`src/rtl/miinst_queue_pkg.sv`:
```
// rtl/miinst_queue_pkg.sv - micro-instruction types and the NOP constructor
// Purpose: shared types for the micro-instruction queue slice.
//   reg_t    : architectural register / PC width
//   uop_e    : micro-op class
//   miinst_t : one translated micro-instruction
//   nop(pc)  : well-formed NOP carrying a given PC
package miinst_queue_pkg;

  localparam int XLEN  = 32;
  localparam int REG_N = 16;
  localparam int REG_W = $clog2(REG_N);
  localparam int RIP   = REG_N - 1;

  typedef logic [XLEN-1:0] reg_t;

  typedef enum logic [3:0] {
    UOP_NOP    = 4'd0,
    UOP_ALU    = 4'd1,
    UOP_LOAD   = 4'd2,
    UOP_STORE  = 4'd3,
    UOP_BRANCH = 4'd4,
    UOP_MOVI   = 4'd5
  } uop_e;

  typedef struct packed {
    uop_e             op;
    logic [REG_W-1:0] rd;
    logic [REG_W-1:0] rs;
    reg_t             imm;
    reg_t             pc;
  } miinst_t;

  function automatic miinst_t nop(input reg_t pc);
    miinst_t m;
    m    = '0;
    m.op = UOP_NOP;
    m.pc = pc;
    return m;
  endfunction

endpackage

```
`src/rtl/miinst_queue_if.sv`:
```
// rtl/miinst_queue_if.sv - translator/decode handshake bundle for the micro-op queue
// Purpose: groups the enqueue and head/dequeue signals of miinst_queue.
//   master : translator + decode side (drives enq_miinst, enq_num, stall, flush)
//   slave  : the queue (drives enq_ready, deq_miinst_head, deq_valid, count)
interface miinst_queue_if
  import miinst_queue_pkg::*;
#(
  parameter int DEPTH = 16,
  parameter int ENQ_N = 2
);

  localparam int NUM_W = $clog2(ENQ_N + 1);
  localparam int CNT_W = $clog2(DEPTH + 1);

  miinst_t [ENQ_N-1:0] enq_miinst;
  logic [NUM_W-1:0]    enq_num;
  logic                enq_ready;
  miinst_t             deq_miinst_head;
  logic                deq_valid;
  logic                stall;
  logic                flush;
  logic [CNT_W-1:0]    count;

  modport master (
    output enq_miinst, enq_num, stall, flush,
    input  enq_ready, deq_miinst_head, deq_valid, count
  );

  modport slave (
    input  enq_miinst, enq_num, stall, flush,
    output enq_ready, deq_miinst_head, deq_valid, count
  );

endinterface

```
`src/rtl/miinst_queue_ptr.sv`:
```
// rtl/miinst_queue_ptr.sv - head/tail/count/last-PC bookkeeping for the micro-op queue
// Purpose: owns hp, tp, count and last_pc; derives enq_acc and deq_fire.
//   enq_num_i  : requested enqueue slots      enq_ready_o : room for ENQ_N more
//   stall_i    : decode stall                 deq_valid_o : queue non-empty
//   flush_i    : pipeline flush               enq_acc_o   : slots actually written
//   head_pc_i  : pc of mem[hp]                hp_o/tp_o   : head / tail pointers
//                                             count_o     : occupied entries
//                                             last_pc_o   : pc of last consumed entry
module miinst_queue_ptr
  import miinst_queue_pkg::*;
#(
  parameter int DEPTH = 16,
  parameter int ENQ_N = 2,
  parameter int PTR_W = $clog2(DEPTH),
  parameter int NUM_W = $clog2(ENQ_N + 1),
  parameter int CNT_W = $clog2(DEPTH + 1)
) (
  input  logic             clk,
  input  logic             rstn,
  input  logic [NUM_W-1:0] enq_num_i,
  input  logic             stall_i,
  input  logic             flush_i,
  input  reg_t             head_pc_i,
  output logic             enq_ready_o,
  output logic             deq_valid_o,
  output logic [NUM_W-1:0] enq_acc_o,
  output logic [PTR_W-1:0] hp_o,
  output logic [PTR_W-1:0] tp_o,
  output logic [CNT_W-1:0] count_o,
  output reg_t             last_pc_o
);

  logic [PTR_W-1:0] hp_q, hp_d;
  logic [PTR_W-1:0] tp_q, tp_d;
  logic [CNT_W-1:0] count_q, count_d;
  reg_t             last_pc_q, last_pc_d;
  logic [NUM_W-1:0] enq_acc;
  logic             deq_fire;

  // Ready comes from the registered count only: a pop in the same cycle
  // does not free a slot for the producer until the next cycle.
  assign enq_ready_o = (CNT_W'(DEPTH) - count_q) >= CNT_W'(ENQ_N);
  assign deq_valid_o = (count_q != '0);

  assign enq_acc  = (enq_ready_o && !flush_i) ? enq_num_i : '0;
  assign deq_fire = deq_valid_o && !stall_i && !flush_i;

  always_comb begin
    hp_d      = hp_q;
    tp_d      = tp_q;
    count_d   = count_q;
    last_pc_d = last_pc_q;
    if (flush_i) begin
      // Everything in flight is discarded; the head jumps to the tail so the
      // next enqueue lands exactly at the new head.
      hp_d    = tp_q;
      count_d = '0;
    end else begin
      tp_d    = tp_q + PTR_W'(enq_acc);
      hp_d    = hp_q + PTR_W'(deq_fire);
      count_d = count_q + CNT_W'(enq_acc) - CNT_W'(deq_fire);
      if (deq_fire) begin
        last_pc_d = head_pc_i;
      end
    end
  end

  always_ff @(posedge clk or negedge rstn) begin
    if (!rstn) begin
      hp_q      <= '0;
      tp_q      <= '0;
      count_q   <= '0;
      last_pc_q <= '0;
    end else begin
      hp_q      <= hp_d;
      tp_q      <= tp_d;
      count_q   <= count_d;
      last_pc_q <= last_pc_d;
    end
  end

  assign enq_acc_o = enq_acc;
  assign hp_o      = hp_q;
  assign tp_o      = tp_q;
  assign count_o   = count_q;
  assign last_pc_o = last_pc_q;

  a_enq_num_legal: assert property (@(posedge clk) disable iff (!rstn)
    enq_num_i <= NUM_W'(ENQ_N))
    else $error("enq_num exceeds ENQ_N");

  a_enq_not_ready: assert property (@(posedge clk) disable iff (!rstn)
    !(enq_num_i != '0 && !enq_ready_o))
    else $warning("enqueue dropped: queue not ready");

  a_count_bound: assert property (@(posedge clk) disable iff (!rstn)
    count_q <= CNT_W'(DEPTH))
    else $error("count exceeds DEPTH");

  a_ptr_consistent: assert property (@(posedge clk) disable iff (!rstn)
    count_q[PTR_W-1:0] == PTR_W'(tp_q - hp_q))
    else $error("pointer distance disagrees with count");

endmodule

```
`src/rtl/miinst_queue.sv`:
```
// rtl/miinst_queue.sv - circular micro-instruction FIFO between translator and decode
// Purpose: accepts up to ENQ_N micro-ops per cycle, presents one head per cycle,
//          and shows nop(last consumed pc) when empty.
//   clk  : clock
//   rstn : asynchronous active-low reset
//   bus  : miinst_queue_if.slave (enq_miinst, enq_num, enq_ready, deq_miinst_head,
//          deq_valid, stall, flush, count)
module miinst_queue
  import miinst_queue_pkg::*;
#(
  parameter int DEPTH = 16,
  parameter int ENQ_N = 2
) (
  input logic           clk,
  input logic           rstn,
  miinst_queue_if.slave bus
);

  localparam int PTR_W = $clog2(DEPTH);
  localparam int NUM_W = $clog2(ENQ_N + 1);
  localparam int CNT_W = $clog2(DEPTH + 1);

  miinst_t          mem [DEPTH];
  logic [PTR_W-1:0] hp, tp;
  logic [NUM_W-1:0] enq_acc;
  logic [CNT_W-1:0] count;
  logic             enq_ready;
  logic             deq_valid;
  reg_t             last_pc;

  miinst_queue_ptr #(
    .DEPTH (DEPTH),
    .ENQ_N (ENQ_N)
  ) u_ptr (
    .clk         (clk),
    .rstn        (rstn),
    .enq_num_i   (bus.enq_num),
    .stall_i     (bus.stall),
    .flush_i     (bus.flush),
    .head_pc_i   (mem[hp].pc),
    .enq_ready_o (enq_ready),
    .deq_valid_o (deq_valid),
    .enq_acc_o   (enq_acc),
    .hp_o        (hp),
    .tp_o        (tp),
    .count_o     (count),
    .last_pc_o   (last_pc)
  );

  // Storage is not reset: entries are only observable once count covers them.
  always_ff @(posedge clk) begin
    for (int i = 0; i < ENQ_N; i++) begin
      if (i < int'(enq_acc)) begin
        mem[tp + PTR_W'(i)] <= bus.enq_miinst[i];
      end
    end
  end

  assign bus.enq_ready       = enq_ready;
  assign bus.deq_valid       = deq_valid;
  assign bus.count           = count;
  assign bus.deq_miinst_head = deq_valid ? mem[hp] : nop(last_pc);

endmodule

```
`src/flat_wrapper.sv`:
```
// flat-port wrapper written by rule: the top's interface ports become plain ports
module miinst_queue_flat import miinst_queue_pkg::*;
#(
  parameter int DEPTH = 16,
  parameter int ENQ_N = 2
)
  (clk, rstn, bus_enq_miinst, bus_enq_num, bus_stall, bus_flush, bus_enq_ready, bus_deq_miinst_head, bus_deq_valid, bus_count);
  miinst_queue_if #(.DEPTH(DEPTH), .ENQ_N(ENQ_N)) bus_i ();
  input logic clk;
  input logic rstn;
  input wire logic [$bits(bus_i.enq_miinst)-1:0] bus_enq_miinst;
  input wire logic [$bits(bus_i.enq_num)-1:0] bus_enq_num;
  input wire logic [$bits(bus_i.stall)-1:0] bus_stall;
  input wire logic [$bits(bus_i.flush)-1:0] bus_flush;
  output wire logic [$bits(bus_i.enq_ready)-1:0] bus_enq_ready;
  output wire logic [$bits(bus_i.deq_miinst_head)-1:0] bus_deq_miinst_head;
  output wire logic [$bits(bus_i.deq_valid)-1:0] bus_deq_valid;
  output wire logic [$bits(bus_i.count)-1:0] bus_count;
  assign bus_i.enq_miinst = bus_enq_miinst;
  assign bus_i.enq_num = bus_enq_num;
  assign bus_i.stall = bus_stall;
  assign bus_i.flush = bus_flush;
  assign bus_enq_ready = bus_i.enq_ready;
  assign bus_deq_miinst_head = bus_i.deq_miinst_head;
  assign bus_deq_valid = bus_i.deq_valid;
  assign bus_count = bus_i.count;
  miinst_queue #(.DEPTH(DEPTH), .ENQ_N(ENQ_N)) u_core (.clk(clk), .rstn(rstn), .bus(bus_i));
endmodule
```
`config.mk`:
```
export PLATFORM = sky130hd
export DESIGN_NAME = miinst_queue_flat
export DESIGN_NICKNAME = d
export VERILOG_FILES = /design/src/rtl/miinst_queue_pkg.sv /design/src/rtl/miinst_queue_if.sv /design/src/rtl/miinst_queue_ptr.sv /design/src/rtl/miinst_queue.sv /design/src/flat_wrapper.sv
export SDC_FILE = /design/constraint.sdc
export NUM_CORES = 2
export LEC_CHECK = 0
export BUFFER_PORTS_ARGS = -buffer_cell sky130_fd_sc_hd__buf_2
export CAP_MARGIN = 10
export CORE_MARGIN = 2
export CORE_UTILIZATION = 63
export CTS_CLUSTER_SIZE = 20
export DETAILED_ROUTE_END_ITERATION = 10
export HOLD_SLACK_MARGIN = 0.03
export PLACE_DENSITY = 0.89
export SLEW_MARGIN = 10
export SYNTH_ARGS = -nofsm -noshare
export SYNTH_HDL_FRONTEND = slang
export SYNTH_SLANG_ARGS = --single-unit
export TNS_END_PERCENT = 30
```
`constraint.sdc`:
```
create_clock -name clk -period 11.03 [get_ports clk]
set_clock_uncertainty 0.05 [all_clocks]
set_input_delay 1.6545 -clock clk [delete_from_list [all_inputs] [get_ports clk]]
set_output_delay 1.6545 -clock clk [all_outputs]
set_load 0.005 [all_outputs]
```
==> impl_results.md <==
- Final setup viols: 0
- 1st-iter DRT viols: roughly 5300
- Synthesized net count: slightly above 4000
- Via-per-instance ratio: between 7 and 8
- TNS Setup: 0 ns
- Die Y: about 320 um
- Initial core utilization: 0.6360
- Row cnt: between 100 and 150
- Top FF cell, synth: edfxtp_1
- Width of the die: 324.7 um
- Placed insts: ~5200
- First-pass GRT wire length: ~260000 um
- Yosys warns: 0
- RSZ-0062 raised after global routing: no
- Synthesized area per cell: 16.29 um2
- CTS tree: done
- Fill cell count: 6330
- Finished Cell Area: between 0.07 and 0.08 mm2
- Synth area leader: edfxtp_1
- Number of library cell types mapped by synthesis: 51
- Port Buffers: 240
- DRC violations left: 0
- Commonest non-fill, non-tap cell in the layout: edfxtp_1
- Synth top area cells: edfxtp_1 (56%), mux2_2 (21%), mux4_2 (6.3%)
- Post-synth EDFFs: around 1200
- Maximum clock frequency: between 100 and 150 MHz
- Final hold vios: 0
- GR Util met3: 0.08915
- # IOs: 241
- Drt total wl: roughly 180000 um
- Synth Instances: slightly below 4000
- Worst Tran Pin Value: roughly 1.2 ns
- Wire per inst: around 32 um
- Die ar.: roughly 0.11 mm2
- Worst stage delay on the critical path: 1.00 ns
- NumNets Final: 4175
- Top Usage Layer GRT: met2
- H-tree depth: 4
- Crit path arrival time: 5.00 ns
- Initial antenna violation count: 25
- Crit-path leading delay family: buffers and inverters
- Max VDD drop: between 0.15 and 0.2 mV
- Met1 Use GR: 0.4417
- Ys async rst share: 0.03569
- Final Max Slew Viols: 0
- Synth-to-layout area growth: 9.382%
- Status: complete, no violations
- Area after DPL: 0.06673 mm2
- Hold WS: 0.4529 ns
- Post-synth top area share: 0.5635
- Total iterations of the first detailed-routing run: 7
- Cell Count, Final, Fillers Out: roughly 5500
- CP max stage cell: dfrtp_4
- Commonest non-fill, non-tap cells in the layout: edfxtp_1 (1216), mux2_2 (1192), buf_2 (240)
- Register area share after synthesis: 0.5809
- Mapped Area: ~0.065 mm2
- Fraction of layout instances using a drive strength above 1: 0.5040
- Hold Buf Count CTS: 0
- Routed Antenna Nets: 0
- Crit Path Class: register to output port
- Total number of vias: around 39000
- CTS sink cnt: roughly 1300
- Worst min path class: register to register
- Clock Path Buffers: 3
- Root buf cell: clkbuf_16
- Worst-Skew Late Latency: ~0.74 ns
- CTS resizes: 0
- Required @ worst endpoint: 9.33 ns
- Largest net degree at the start of global routing: between 100 and 150
- Crit Path Max Fanout: 53
- Placeable Area: approximately 0.10 mm2
- PD cells: approximately 230 mW/mm2
- # Max-Cap Violations: 0
- Clock transition at path regs: 0.06 ns
- Vias in the first global route: between 30000 and 40000
- Normalized max-slew margin: 0.1699
- Inserted Clock Buffers: between 100 and 150
- Total GRT Usage: 0.3330
- Element type at the critical path end: output port
- Final HPWL DP: about 94000 um
- Crit path cell chain: buf_4 -> buf_4 -> mux4_2 -> a22oi_1 -> o211ai_1 -> buf_2
- Post-CTS setup buffers: 0
- Met2 usage: 0.5239
- GR Overflow Total: 0
- Crit path top cell by count: buf_4
- Tcrit/Tclk final: 0.6079
- Register bit total from synthesis: around 1300
- Fin crit period: ~6.7 ns
- Startpoint types: register
- RD Place Congestion: 0.8386
- CP Buf/Inv Count: 3
- Leakage Power: ~0.024 uW
[synthesized netlist by cell type, drive strengths merged, types with 2 or more instances]
master,number
a21oi,68
or3,5
edfxtp,1216
clkbuf,240
mux2i,204
and2,4
fa,2
nand4,3
dfrtp,45
mux4,182
or2,26
nand3,11
xnor2,3
nand2b,7
nor3b,5
buf,188
a221o,7
mux2,1349
ha,14
nand2,51
nor2b,9
xor2,4
o22ai,27
o211ai,17
nor2,60
o31ai,12
clkinv,2
o2bb2ai,24
o221ai,26
nor3,4
inv,18
a22oi,25
a221oi,24
o21ai,88
[cells by family (layout without fill, tap and decap cells)]
| group | count (synthesis) | after routing | synth area share |
|---|---|---|---|
| muxes | 1735 | 1735 | 0.3364 |
| DFF | 1261 | 1261 | 0.5809 |
| buffers and inverters | 448 | 566 | 0.03141 |
| AOI/OAI and AO/OA | 323 | 323 | 0.03263 |
| and+or+nand+nor | 189 | 189 | 0.01442 |
| adders and majority gates | 16 | 16 | 0.003321 |
| xor gates and xnor gates | 7 | 7 | 0.0009461 |
| other | 0 | 8 | 0 |
[power breakdown]
part / internal, uW / leakage, uW / total, uW / switching [uW]
combinational: 2280 / 0.0109 / 5490 / 3210
sequential: 6020 / 0.0115 / 6330 / 304
clock: 2510 / 0.00202 / 4360 / 1840
[flip-flops by register name, summed over array words and instances, names as in the netlist]
signal,flops
u_core.u_ptr.hp_o,4
u_core.mem,1216
u_core.u_ptr.tp_o,4
u_core.u_ptr.count_o,5
u_core.u_ptr.last_pc_o,32
[layout make-up]
class	instances	area (um2)	area share
inverters	20	75.07	0.001059
flip-flops and latches	1261	37650	0.5312
well taps	1368	1712	0.02415
repair buffers	314	1802	0.02542
multi-input cells	2270	25490	0.3596
clock inverters	54	509.2	0.007184
clock buffers	178	3623	0.05112
diodes	8	20.02	0.0002824
[worst paths after layout]
kind,start,end,slack (ns),cells past startpoint
hold / removal,u_core.u_ptr.last_pc_o[9]$_DFFE_PN0P_,u_core.u_ptr.last_pc_o[9]$_DFFE_PN0P_,0.45,1
hold reg to reg,u_core.u_ptr.last_pc_o[9]$_DFFE_PN0P_,u_core.u_ptr.last_pc_o[9]$_DFFE_PN0P_,0.45,1
setup / recovery,u_core.u_ptr.hp_o[0]$_DFF_PN0_,bus_deq_miinst_head[62],4.32,6
max in group asynchronous,rstn,u_core.u_ptr.hp_o[2]$_DFF_PN0_,9.33,2
setup reg to reg,u_core.u_ptr.count_o[2]$_DFF_PN0_,u_core.mem[8][54]$_DFFE_PP_,5.92,11
min in group asynchronous,rstn,u_core.u_ptr.last_pc_o[9]$_DFFE_PN0P_,1.01,2
[layer usage]
| layer | vias to the layer above | share of wire | wire length (um) |
|---|---|---|---|
| met1 | 19790 | 0.36 | 64110 |
| met3 | 496 | 0.12 | 21820 |
| met2 | 2787 | 0.48 | 84100 |
| met5 | - | 0.0012 | 207 |
| met4 | 32 | 0.038 | 6760 |
| li1 | 15750 | - | - |
[stage by stage]
step                utilization  total power, uW  setup WS [ns]
floorplan                     -             9939          2.480
finish                   0.6957            16180          4.325
global placement         0.6546            11640          5.248
detailed placement       0.6549            11790          5.235
CTS                      0.6955            16120          4.271
global route             0.6956            16670          4.101
No activity file was read; power rests on OpenSTA's default activity.
